[src/rtl/pipe_pkg.sv]
// Shared encodings and helpers for the NPC pipeline hazard controller.
package pipe_pkg;

    localparam logic [1:0] FWD_RF   = 2'b00;
    localparam logic [1:0] FWD_X    = 2'b01;
    localparam logic [1:0] FWD_M    = 2'b10;
    localparam logic [1:0] FWD_W    = 2'b11;
    localparam logic [4:0] REG_ZERO = 5'd0;

    // A valid, register-writing stage whose destination matches a non-x0 source.
    function automatic logic stage_hit(input logic v, input logic wen,
                                       input logic [4:0] rd, input logic [4:0] r);
        return v & wen & (rd == r) & (r != REG_ZERO);
    endfunction

endpackage

[src/rtl/raw_detect.sv]
// RAW hazard and forwarding-select logic for one source operand of the D stage.
module raw_detect
    import pipe_pkg::*;
#(
    parameter bit FwdEn = 1'b1
) (
    input  logic [4:0] rs_i,
    input  logic       use_i,
    input  logic       vd_i,
    input  logic       vx_i,
    input  logic       x_wen_i,
    input  logic [4:0] x_rd_i,
    input  logic       x_load_i,
    input  logic       vm_i,
    input  logic       m_wen_i,
    input  logic [4:0] m_rd_i,
    input  logic       vw_i,
    input  logic       w_wen_i,
    input  logic [4:0] w_rd_i,
    output logic       lu_o,
    output logic [1:0] fwd_o
);

    logic hit_x, hit_m, hit_w;

    assign hit_x = stage_hit(vx_i, x_wen_i, x_rd_i, rs_i);
    assign hit_m = stage_hit(vm_i, m_wen_i, m_rd_i, rs_i);
    assign hit_w = stage_hit(vw_i, w_wen_i, w_rd_i, rs_i);

    // Without forwarding every in-flight producer blocks the consumer.
    assign lu_o = FwdEn ? (vd_i & use_i & x_load_i & hit_x)
                        : (vd_i & use_i & (hit_x | hit_m | hit_w));

    always_comb begin
        fwd_o = FWD_RF;
        if (FwdEn) begin
            if (hit_x && !x_load_i) begin
                fwd_o = FWD_X;
            end else if (hit_m) begin
                fwd_o = FWD_M;
            end else if (hit_w) begin
                fwd_o = FWD_W;
            end
        end
    end

endmodule

[src/rtl/pipe_hazard_ctrl.sv]
// Pipeline sequencer: stage valids, load enables, stall/flush control and forwarding selects.
module pipe_hazard_ctrl
    import pipe_pkg::*;
#(
    parameter int unsigned CNT_W  = 32,
    parameter bit          FWD_EN = 1'b1
) (
    input  logic             clk,
    input  logic             rst,
    input  logic             if_valid,
    output logic             if_ready,
    output logic             if_flush,
    input  logic [4:0]       d_rs1,
    input  logic [4:0]       d_rs2,
    input  logic             d_use1,
    input  logic             d_use2,
    input  logic [4:0]       x_rd,
    input  logic [4:0]       m_rd,
    input  logic [4:0]       w_rd,
    input  logic             x_wen,
    input  logic             m_wen,
    input  logic             w_wen,
    input  logic             x_load,
    input  logic             m_memop,
    input  logic             lsu_done,
    input  logic             x_redirect,
    output logic             en_D,
    output logic             en_X,
    output logic             en_M,
    output logic             en_W,
    output logic             vD,
    output logic             vX,
    output logic             vM,
    output logic             vW,
    output logic [1:0]       fwd1,
    output logic [1:0]       fwd2,
    output logic [CNT_W-1:0] stall_cnt,
    output logic [CNT_W-1:0] flush_cnt
);

    logic             vd_q, vx_q, vm_q, vw_q;
    logic             vd_d, vx_d, vm_d, vw_d;
    logic [CNT_W-1:0] stall_cnt_q, stall_cnt_d, flush_cnt_q, flush_cnt_d;
    logic             lu1, lu2, lu, m_hold, redir, adv_d;
    logic [1:0]       fwd1_raw, fwd2_raw;

    raw_detect #(.FwdEn(FWD_EN)) u_raw_rs1 (
        .rs_i(d_rs1), .use_i(d_use1), .vd_i(vd_q),
        .vx_i(vx_q), .x_wen_i(x_wen), .x_rd_i(x_rd), .x_load_i(x_load),
        .vm_i(vm_q), .m_wen_i(m_wen), .m_rd_i(m_rd),
        .vw_i(vw_q), .w_wen_i(w_wen), .w_rd_i(w_rd),
        .lu_o(lu1), .fwd_o(fwd1_raw)
    );

    raw_detect #(.FwdEn(FWD_EN)) u_raw_rs2 (
        .rs_i(d_rs2), .use_i(d_use2), .vd_i(vd_q),
        .vx_i(vx_q), .x_wen_i(x_wen), .x_rd_i(x_rd), .x_load_i(x_load),
        .vm_i(vm_q), .m_wen_i(m_wen), .m_rd_i(m_rd),
        .vw_i(vw_q), .w_wen_i(w_wen), .w_rd_i(w_rd),
        .lu_o(lu2), .fwd_o(fwd2_raw)
    );

    assign m_hold = vm_q & m_memop & ~lsu_done;
    assign redir  = vx_q & x_redirect & ~m_hold;
    assign lu     = lu1 | lu2;
    assign adv_d  = (~m_hold & ~lu) | redir;

    always_comb begin
        vw_d        = vm_q & ~m_hold;
        vm_d        = m_hold ? vm_q : vx_q;
        vx_d        = vx_q;
        vd_d        = vd_q;
        stall_cnt_d = stall_cnt_q;
        flush_cnt_d = flush_cnt_q;
        if (!m_hold) begin
            vx_d = (redir || lu) ? 1'b0 : vd_q;
        end
        if (redir) begin
            vd_d        = 1'b0;
            flush_cnt_d = flush_cnt_q + CNT_W'(1);
        end else if (adv_d) begin
            vd_d = if_valid;
        end
        if (lu && !m_hold && !redir) begin
            stall_cnt_d = stall_cnt_q + CNT_W'(1);
        end
    end

    always_ff @(posedge clk or posedge rst) begin
        if (rst) begin
            vd_q        <= 1'b0;
            vx_q        <= 1'b0;
            vm_q        <= 1'b0;
            vw_q        <= 1'b0;
            stall_cnt_q <= '0;
            flush_cnt_q <= '0;
        end else begin
            vd_q        <= vd_d;
            vx_q        <= vx_d;
            vm_q        <= vm_d;
            vw_q        <= vw_d;
            stall_cnt_q <= stall_cnt_d;
            flush_cnt_q <= flush_cnt_d;
        end
    end

    // Combinational outputs are forced quiet while reset is asserted.
    assign en_W      = ~rst;
    assign en_M      = ~rst & ~m_hold;
    assign en_X      = ~rst & ~m_hold;
    assign en_D      = ~rst & adv_d;
    assign if_ready  = ~rst & adv_d & ~redir;
    assign if_flush  = ~rst & redir;
    assign fwd1      = rst ? FWD_RF : fwd1_raw;
    assign fwd2      = rst ? FWD_RF : fwd2_raw;
    assign vD        = vd_q;
    assign vX        = vx_q;
    assign vM        = vm_q;
    assign vW        = vw_q;
    assign stall_cnt = stall_cnt_q;
    assign flush_cnt = flush_cnt_q;

endmodule

[config.mk]
export PLATFORM = sky130hd
export DESIGN_NAME = pipe_hazard_ctrl
export DESIGN_NICKNAME = d
export VERILOG_FILES = /design/src/rtl/pipe_pkg.sv /design/src/rtl/raw_detect.sv /design/src/rtl/pipe_hazard_ctrl.sv
export SDC_FILE = /design/constraint.sdc
export NUM_CORES = 1
export LEC_CHECK = 0
export CORE_MARGIN = 2
export CORE_UTILIZATION = 35
export CTS_CLUSTER_SIZE = 12
export DETAILED_ROUTE_END_ITERATION = 6
export PLACE_DENSITY = 0.75
export SKIP_CTS_REPAIR_TIMING = 1
export SLEW_MARGIN = 20
export SYNTH_ARGS = -nofsm -noshare
export SYNTH_HDL_FRONTEND = slang
export SYNTH_SLANG_ARGS = --single-unit
[constraint.sdc]
create_clock -name clk -period 3.65 [get_ports clk]
set_input_delay 0.73 -clock clk [delete_from_list [all_inputs] [get_ports clk]]
set_output_delay 0.73 -clock clk [all_outputs]
set_load 0.01 [all_outputs]
==> results.toml, run 1 <==
[global_routing]
grt_pass1_wl_mm = 15.6
antenna_found_initial = 0
track_usage_pct = 17.4
grt_max_degree = 69
overflow = 0
grt_pass1_vias = 3135

[clock_tree]
clock_latency_ps = 340
clk_pin_slew_ps = 80
cts_buffer_depth = 2
cts-buffers-inserted = 9
cts_sinks = 68
ctsHtreeMaxLevel = 3
cts_tree = "built"
root_buffer = "clkbuf_8"

[critical_path]
slowest_delay_ps = 560
cp-end-kind = "output port"
crit_buf_inv = 2
path_cells = "clkdlybuf4s50_1 > xnor2_1 > nand3_1 > or4_4 > o32ai_4 > nand3_2 > and2_1 > dlymetal6s2s_1"
start_kind = "input pin"
reg2reg_slack_ps = 1360
timing.rr.end = "stall_cnt[31]"
crit_family = "simple AND/OR/NAND/NOR gates"
path_class = "in2out"
worst-endpoint-required_ps = 2920
crit_fanout = 3
crit_path_start = "d_rs2[2]"
cp.arrival_ps = 2770
r2r_cells = 6
r2r-start = "stall_cnt[2]"
cp_slowest_cell = "or4_4"

[synth]
synth.distinct_cells = 35
synth-main-ff-cell = "dfrtp_1"
netlist_area_um2 = 3590
synth-async-reset-ratio_pct = 100
ys_ff_latch = 68
synth_edf_count = 0
synthTopCellsByArea = "dfrtp_1 (47%), xnor2_1 (19%), nand4_1 (4.7%)"
synth_warnings = 0
synthCells = 342
synth.top_cell.area_share_pct = 47.3
syn_nets = 381
synth_common_cells = "xnor2_1 (76), dfrtp_1 (68), nand3_1 (29), nand2_1 (28), nand4_1 (27)"
avgSynthCellArea_um2 = 10.5
synth_top_area_cell = "dfrtp_1"
ys_seq_area_share_pct = 47.3
synth_most_common_cell = "xnor2_1"

[layout]
antenna_cells_inserted = 0
drive_gt1_share_pct = 9.86
area_growth_pct = 47.0
multi_input_area_um2 = 1850
instances_no_fill = 620
seqCellArea_um2 = 1700
fillers = 888
fin_nets = 521

[place]
gp_congestion = 0.836
place_ws_ps = -210
dp_cells = 604
post-dp-hpwl_mm = 6.98
numPortBuffers = 114

[floorplanning]
io_pins = 115
start_util_pct = 36.4
die_w_um = 105
core_area_um2 = 9860
die_h_um = 105
fp-row-count = 36
die_area_um2 = 11100

[sta]
hold_violations = 0
max_freq_mhz = 286
min_period_ps = 3500
period_share_pct = 95.9
worst_slew_pin_slew_ps = 862
rsz0062_at_grt = "no"
maxSlewViolCount = 0
finalSetupViolCount = 0
fin_setup_tns_ps = 0
fin_worst_skew_ps = 10.7
fin_ws_ps = 151
relSlewSlack_pct = 42.5

[pwr]
ir_drop_v = 0.000184
power.leakage_nw = 2.25
power.density_nw_per_um2 = 352

[worst_hold_path]
hp-start = "flush_cnt[31]"
worstHoldEndpoint = "flush_cnt[31]"
hold_class = "reg2reg"
min_path_cells = 1

[routing]
wl_mm = 9.36
vias_per_cell = 4.91
wl_per_cell_um = 15.1
dr.pass1.iters = 4
vias = 3045
drt_iter0_drc = 125
postRouteAntennaNets = 0
drcViolationCount = 0

[outcome]
outcome = "complete, no violations"

[run]
max_cap_violations = 0
[logic make-up (layout without fill, tap and decap cells)]
logic type      Yosys count  after routing  synth area share (%)
compound gates            8              8                  2.65
xor+xnor                 92             92                  22.4
fa+ha+maj                 2              2                 0.696
buf+inv                  13            158                  1.77
flops                    68             68                  47.3
mux                       2              2                 0.626
simple gates            157            157                  24.5
[state kept, by name, summed over array words and instances, names as in the netlist]
name and cells:
flush_cnt 32, stall_cnt 32, vD 1, vM 1, vW 1, vX 1
[worst reg2reg max path: cells and delay by family, from the launching register on]
kind | cells | cell delay (ps)
xor gates and xnor gates | 1 | 180
and+or+nand+nor | 5 | 1580
DFF | 1 | 450
[metrics by stage]
step / power, mW / area, um^2 / hold slack [ps] / utilization (%)
2_1_floorplan: 0.977 / 3590 / 504 / -
3_3_place_gp: 1.16 / 5030 / 460 / 51.0
3_5_place_dp: 1.17 / 5030 / 462 / 51.0
4_1_cts: 1.88 / 5250 / 478 / 53.2
5_1_grt: 1.95 / 5280 / 520 / 53.6
6_report: 1.86 / 5280 / 474 / 53.6
[cell usage in the layout, fill, tap and decap left out, types with 3 or more instances in the layout]
master           instances
clkbuf_8                 9
nor3_1                   7
xnor2_1                 76
nand2_1                 28
and3_1                  11
xor2_1                  16
or3_1                    4
inv_1                    5
clkdlybuf4s50_1        107
nand4b_1                 5
and2_1                   5
dfrtp_1                 68
buf_4                   22
nand2b_1                 4
nand3_1                 28
or4_1                    3
dlymetal6s2s_1           7
and4_1                   5
nand4_1                 27
nor2_1                  16
[layer usage]
metal | vias up | global-route usage, % | share of wire [%]
met5 | - | 0 | 0
met4 | 0 | 6.10 | 1.5
met3 | 9 | 3.83 | 4.3
met2 | 75 | 27.8 | 48
met1 | 1477 | 23.1 | 46
li1 | 1484 | - | -
[worst max-delay path by stage]
stage,to,cells after the start
after floorplan,fwd2[1],2
after global placement,fwd2[0],7
after detailed placement,fwd2[0],7
after CTS,fwd2[0],7
after global routing,en_D,8
final,en_D,8
[area by class of cell]
type / count / share of cell area (%)
inverter: 6 / 0.426
clock inverter: 7 / 1.87
multi-input combinational: 261 / 34.9
tap: 133 / 3.15
sequential: 68 / 32.2
clock buffer: 9 / 2.34
timing repair buffer: 136 / 25.1
[report_power, final]
| group | internal (mW) | switching (mW) |
|---|---|---|
| registers | 0.791 | 0.0496 |
| clock network | 0.390 | 0.316 |
| logic | 0.178 | 0.136 |
| total | 1.36 | 0.502 |
Power figures use the tool's default switching activity.
==> run 2, diff against run 1 <==
--- a/config.mk
+++ b/config.mk
@@ -6,10 +6,10 @@
 export NUM_CORES = 1
 export LEC_CHECK = 0
 export CORE_MARGIN = 2
-export CORE_UTILIZATION = 35
+export CORE_UTILIZATION = 40
 export CTS_CLUSTER_SIZE = 12
 export DETAILED_ROUTE_END_ITERATION = 6
-export PLACE_DENSITY = 0.75
+export PLACE_DENSITY = 0.83
 export SKIP_CTS_REPAIR_TIMING = 1
 export SLEW_MARGIN = 20
 export SYNTH_ARGS = -nofsm -noshare
==> results.toml, run 2 (synthesis results as in run 1) <==
[outcome]
outcome = "complete, no violations"

[clock_tree]
cts_sinks = 68
cts-buffers-inserted = 9
cts_tree = "built"
root_buffer = "clkbuf_8"
clk_pin_slew_ps = 80
ctsHtreeMaxLevel = 3
clock_latency_ps = 340
cts_buffer_depth = 2

[pwr]
clockPowerShare_pct = 34.9
p_sw_mw = 0.484
power.leakage_nw = 2.27
p_seq_share_pct = 47.1
swShare_pct = 27.3
ir_drop_v = 0.000171
p_int_mw = 1.29
power.density_nw_per_um2 = 338
combPwrFrac_pct = 18.0

[layout]
drive_gt1_share_pct = 10.6
fin_util_pct = 60.3
seqCellArea_um2 = 1700
instances_no_fill = 599
final_common_cell = "clkdlybuf4s50_1"
fillers = 721
final_cell_mix = "clkdlybuf4s50_1 (107), xnor2_1 (76), dfrtp_1 (68)"
area_growth_pct = 46.3
multi_input_area_um2 = 1850
fin_nets = 525
antenna_cells_inserted = 0

[critical_path]
reg2reg_slack_ps = 1330
crit_fanout = 3
timing.rr.end = "stall_cnt[13]"
start_kind = "input pin"
r2r_cells = 7
cp-end-kind = "output port"
cp.arrival_ps = 2770
worst-endpoint-required_ps = 2920
path_class = "in2out"
r2r-start = "vX"

[routing]
postRouteAntennaNets = 0
vias = 3124
drcViolationCount = 0
vias_per_cell = 5.22
wl_per_cell_um = 15.9
dr.pass1.iters = 4
wl_mm = 9.51
drt_iter0_drc = 105

[place]
post-dp-hpwl_mm = 7.17
numPortBuffers = 114
gp_congestion = 0.807
dp_cells = 582

[global_routing]
track_usage_pct = 20.1
met3_usage_pct = 3.55
met1_usage_pct = 26.5
grt_pass1_wl_mm = 15.9
grt_max_degree = 69
antenna_found_initial = 0
grt_util_met2_pct = 33.6
overflow = 0
grt_pass1_vias = 3247
gr-max-usage-layer = "met2"

[sta]
hold_violations = 0
relSlewSlack_pct = 42.9
rsz0062_at_grt = "no"
maxSlewViolCount = 0
fin_worst_skew_ps = 14.0
finalSetupViolCount = 0
fin_setup_tns_ps = 0
max_freq_mhz = 286
min_period_ps = 3500
worst_slew_pin_slew_ps = 856
hold_ws_ps = 481
period_share_pct = 95.8

[floorplanning]
die_area_um2 = 9760
die_w_um = 98.8
fp-row-count = 34
die_h_um = 98.8
io_pins = 115
start_util_pct = 41.2
core_area_um2 = 8720

[worst_hold_path]
worstHoldEndpoint = "flush_cnt[31]"
hold_class = "reg2reg"
min_path_cells = 1
hp-start = "flush_cnt[31]"

[run]
max_cap_violations = 0
-- run 2: per-layer routing --
metal  part of all wire [%]  vias to the layer above
met2                     51                       86
met3                    4.0                       12
met5                      0                        -
met1                     43                     1533
met4                    1.6                        0
li1                       -                     1493
-- run 2: how the worst max path moves through the flow --
stage | cells past startpoint | endpoint | start
floorplan | 2 | fwd2[1] | rst
global placement | 7 | fwd2[0] | d_rs2[1]
detailed placement | 7 | fwd2[0] | d_rs2[3]
CTS | 7 | fwd2[0] | d_rs2[3]
global route | 7 | fwd2[0] | x_rd[1]
finish | 8 | en_D | d_rs2[3]
-- run 2: final cells by class --
class,count,area share [%]
tap,108,2.57
clock buffer,9,2.36
inverter,6,0.428
timing repair buffer,140,25.7
multi-input combinational,261,35.1
sequential,68,32.4
clock inverter,7,1.43
-- run 2: metrics by stage --
step	area, um^2	setup WS, ps	power [mW]
global placement	5020	-183	1.16
global route	5260	11.4	1.86
floorplan	3590	334	0.977
detailed placement	5020	-207	1.17
finish	5260	152	1.78
CTS	5220	-213	1.81
-- run 2: critical path, stage by stage --
cell             delay, ps
clkdlybuf4s50_1        510
xnor2_1                140
nand2_1                 70
or4_4                  580
o32ai_4                310
nand3_2                120
and2_1                 150
dlymetal6s2s_1         160
-- run 2: power by group through the flow --
stage | logic [mW] | registers (mW) | clock network, mW
finish | 0.319 | 0.837 | 0.620
global route | 0.347 | 0.845 | 0.673
CTS | 0.323 | 0.838 | 0.645
detailed placement | 0.322 | 0.852 | 0
global placement | 0.314 | 0.849 | 0
floorplan | 0.117 | 0.860 | 0
==> run 3, diff against run 2 <==
--- a/config.mk
+++ b/config.mk
@@ -6,10 +6,10 @@
 export NUM_CORES = 1
 export LEC_CHECK = 0
 export CORE_MARGIN = 2
-export CORE_UTILIZATION = 40
+export CORE_UTILIZATION = 47
 export CTS_CLUSTER_SIZE = 12
 export DETAILED_ROUTE_END_ITERATION = 6
-export PLACE_DENSITY = 0.83
+export PLACE_DENSITY = 0.93
 export SKIP_CTS_REPAIR_TIMING = 1
 export SLEW_MARGIN = 20
 export SYNTH_ARGS = -nofsm -noshare
==> results.toml, run 3 (synthesis results as in run 1) <==
[outcome]
outcome = "complete, no violations"

[layout]
fillers = 514
multi_input_area_um2 = 1850
area_growth_pct = 46.6
final_cell_mix = "clkdlybuf4s50_1 (107), xnor2_1 (76), dfrtp_1 (68)"
final_common_cell = "clkdlybuf4s50_1"
final_cell_area_um2 = 5270
instances_no_fill = 594
seqCellArea_um2 = 1700
antenna_cells_inserted = 0
fin_util_pct = 71.9
fin_nets = 529
drive_gt1_share_pct = 11.3

[critical_path]
crit_fanout = 4
crit_family = "simple AND/OR/NAND/NOR gates"
timing.critical_path.depth = 8
cp.arrival_ps = 2860
crit_path_start = "d_rs2[2]"
crit_buf_inv = 2
r2r-start = "vX"
path_cells = "clkdlybuf4s50_1 > xnor2_1 > nand3_1 > or4_4 > o32ai_4 > nand3_2 > and2_1 > dlymetal6s2s_1"
worst-endpoint-required_ps = 2920
cp-end-kind = "output port"
path_class = "in2out"
cp_slowest_cell = "or4_4"
start_kind = "input pin"
slowest_delay_ps = 570
r2r_cells = 7

[routing]
dr.pass1.iters = 4
drt_iter0_drc = 159
postRouteAntennaNets = 0
vias = 3206
top_layer = "met4"
wl_per_cell_um = 16.6
dr_wl_met3_um = 490
drcViolationCount = 0
wl_met1_mm = 4.04
vias_per_cell = 5.40
met2_length_mm = 5.09
wl_mm = 9.87

[clock_tree]
cts_buffer_depth = 2
clock_latency_ps = 340
cts_sinks = 68
ctsHtreeMaxLevel = 3
root_buffer = "clkbuf_8"
cts-buffers-inserted = 9
cts_tree = "built"
clk_pin_slew_ps = 70

[global_routing]
overflow = 0
antenna_found_initial = 0
grt_pass1_wl_mm = 16.3
track_usage_pct = 24.9
grt_pass1_vias = 3203
grt_max_degree = 59

[pwr]
p_seq_share_pct = 47.5
combPwrFrac_pct = 18.9
clockPowerShare_pct = 33.6
power.density_nw_per_um2 = 336
p_int_mw = 1.29
swShare_pct = 27.2
p_sw_mw = 0.482
ir_drop_v = 0.000349
power.leakage_nw = 2.28

[sta]
hold_violations = 0
period_share_pct = 98.2
fin_ws_ps = 64.6
finalSetupViolCount = 0
fin_setup_tns_ps = 0
relSlewSlack_pct = 52.0
max_freq_mhz = 279
maxSlewViolCount = 0
min_period_ps = 3590
worst_slew_pin_slew_ps = 720
fin_worst_skew_ps = 8.71
rsz0062_at_grt = "yes"

[worst_hold_path]
hp-start = "flush_cnt[31]"
hold_class = "reg2reg"
min_path_cells = 1

[place]
dp_cells = 578
gp_congestion = 0.909
post-dp-hpwl_mm = 7.61
place_ws_ps = -266
numPortBuffers = 114
dpl_cell_area_um2 = 5040

[floorplanning]
start_util_pct = 49.0
die_area_um2 = 8360
die_h_um = 91.5
fp-row-count = 31
die_w_um = 91.5
core_area_um2 = 7330
io_pins = 115

[run]
max_cap_violations = 0
run 3: cell count changes in the layout (fill, tap and decap cells not counted), sizes merged:
cell    before  now
inv          8    6
clkinv       4    6
buf         26   30
run 3: power groups by stage:
stage / clock [mW] / combinational [mW] / sequential [mW]
after global placement: 0 / 0.320 / 0.848
after CTS: 0.609 / 0.338 / 0.839
after global routing: 0.641 / 0.358 / 0.845
final: 0.595 / 0.334 / 0.840
after floorplan: 0 / 0.117 / 0.860
after detailed placement: 0 / 0.336 / 0.854
run 3: final cells by class:
type,count,area share [%]
multi-input cells,261,35.0
inverters,6,0.427
repair buffers,144,26.3
clock buffers,9,2.35
well taps,99,2.35
clock inverters,7,1.28
flip-flops and latches,68,32.3
run 3: path summary, 6_finish.rpt:
kind                                 end  slack (ps)
setup / recovery                    en_D          60
setup reg to reg           stall_cnt[14]        1300
min in group asynchronous  stall_cnt[31]         850
max in group asynchronous  stall_cnt[13]        1800
hold / removal             flush_cnt[31]         470
hold reg to reg            flush_cnt[31]         470
run 3: through the flow:
step | hold WS [ps] | power (mW)
2_1_floorplan | 504 | 0.977
3_3_place_gp | 460 | 1.17
3_5_place_dp | 463 | 1.19
4_1_cts | 477 | 1.79
5_1_grt | 499 | 1.84
6_report | 472 | 1.77
run 3: routing by layer:
| metal | up-vias | global-route usage (%) |
|---|---|---|
| li1 | 1498 | - |
| met1 | 1581 | 30.3 |
| met2 | 106 | 42.7 |
| met3 | 21 | 6.14 |
| met4 | 0 | 8.71 |
| met5 | - | 0 |
run 3: worst register-to-register path, stage by stage, from the launching register on:
cell and delay, ps:
dfrtp_1 470, nand3_1 110, or4_4 580, buf_4 170, o32ai_4 270, buf_4 260
and4b_1 250, xor2_1 160
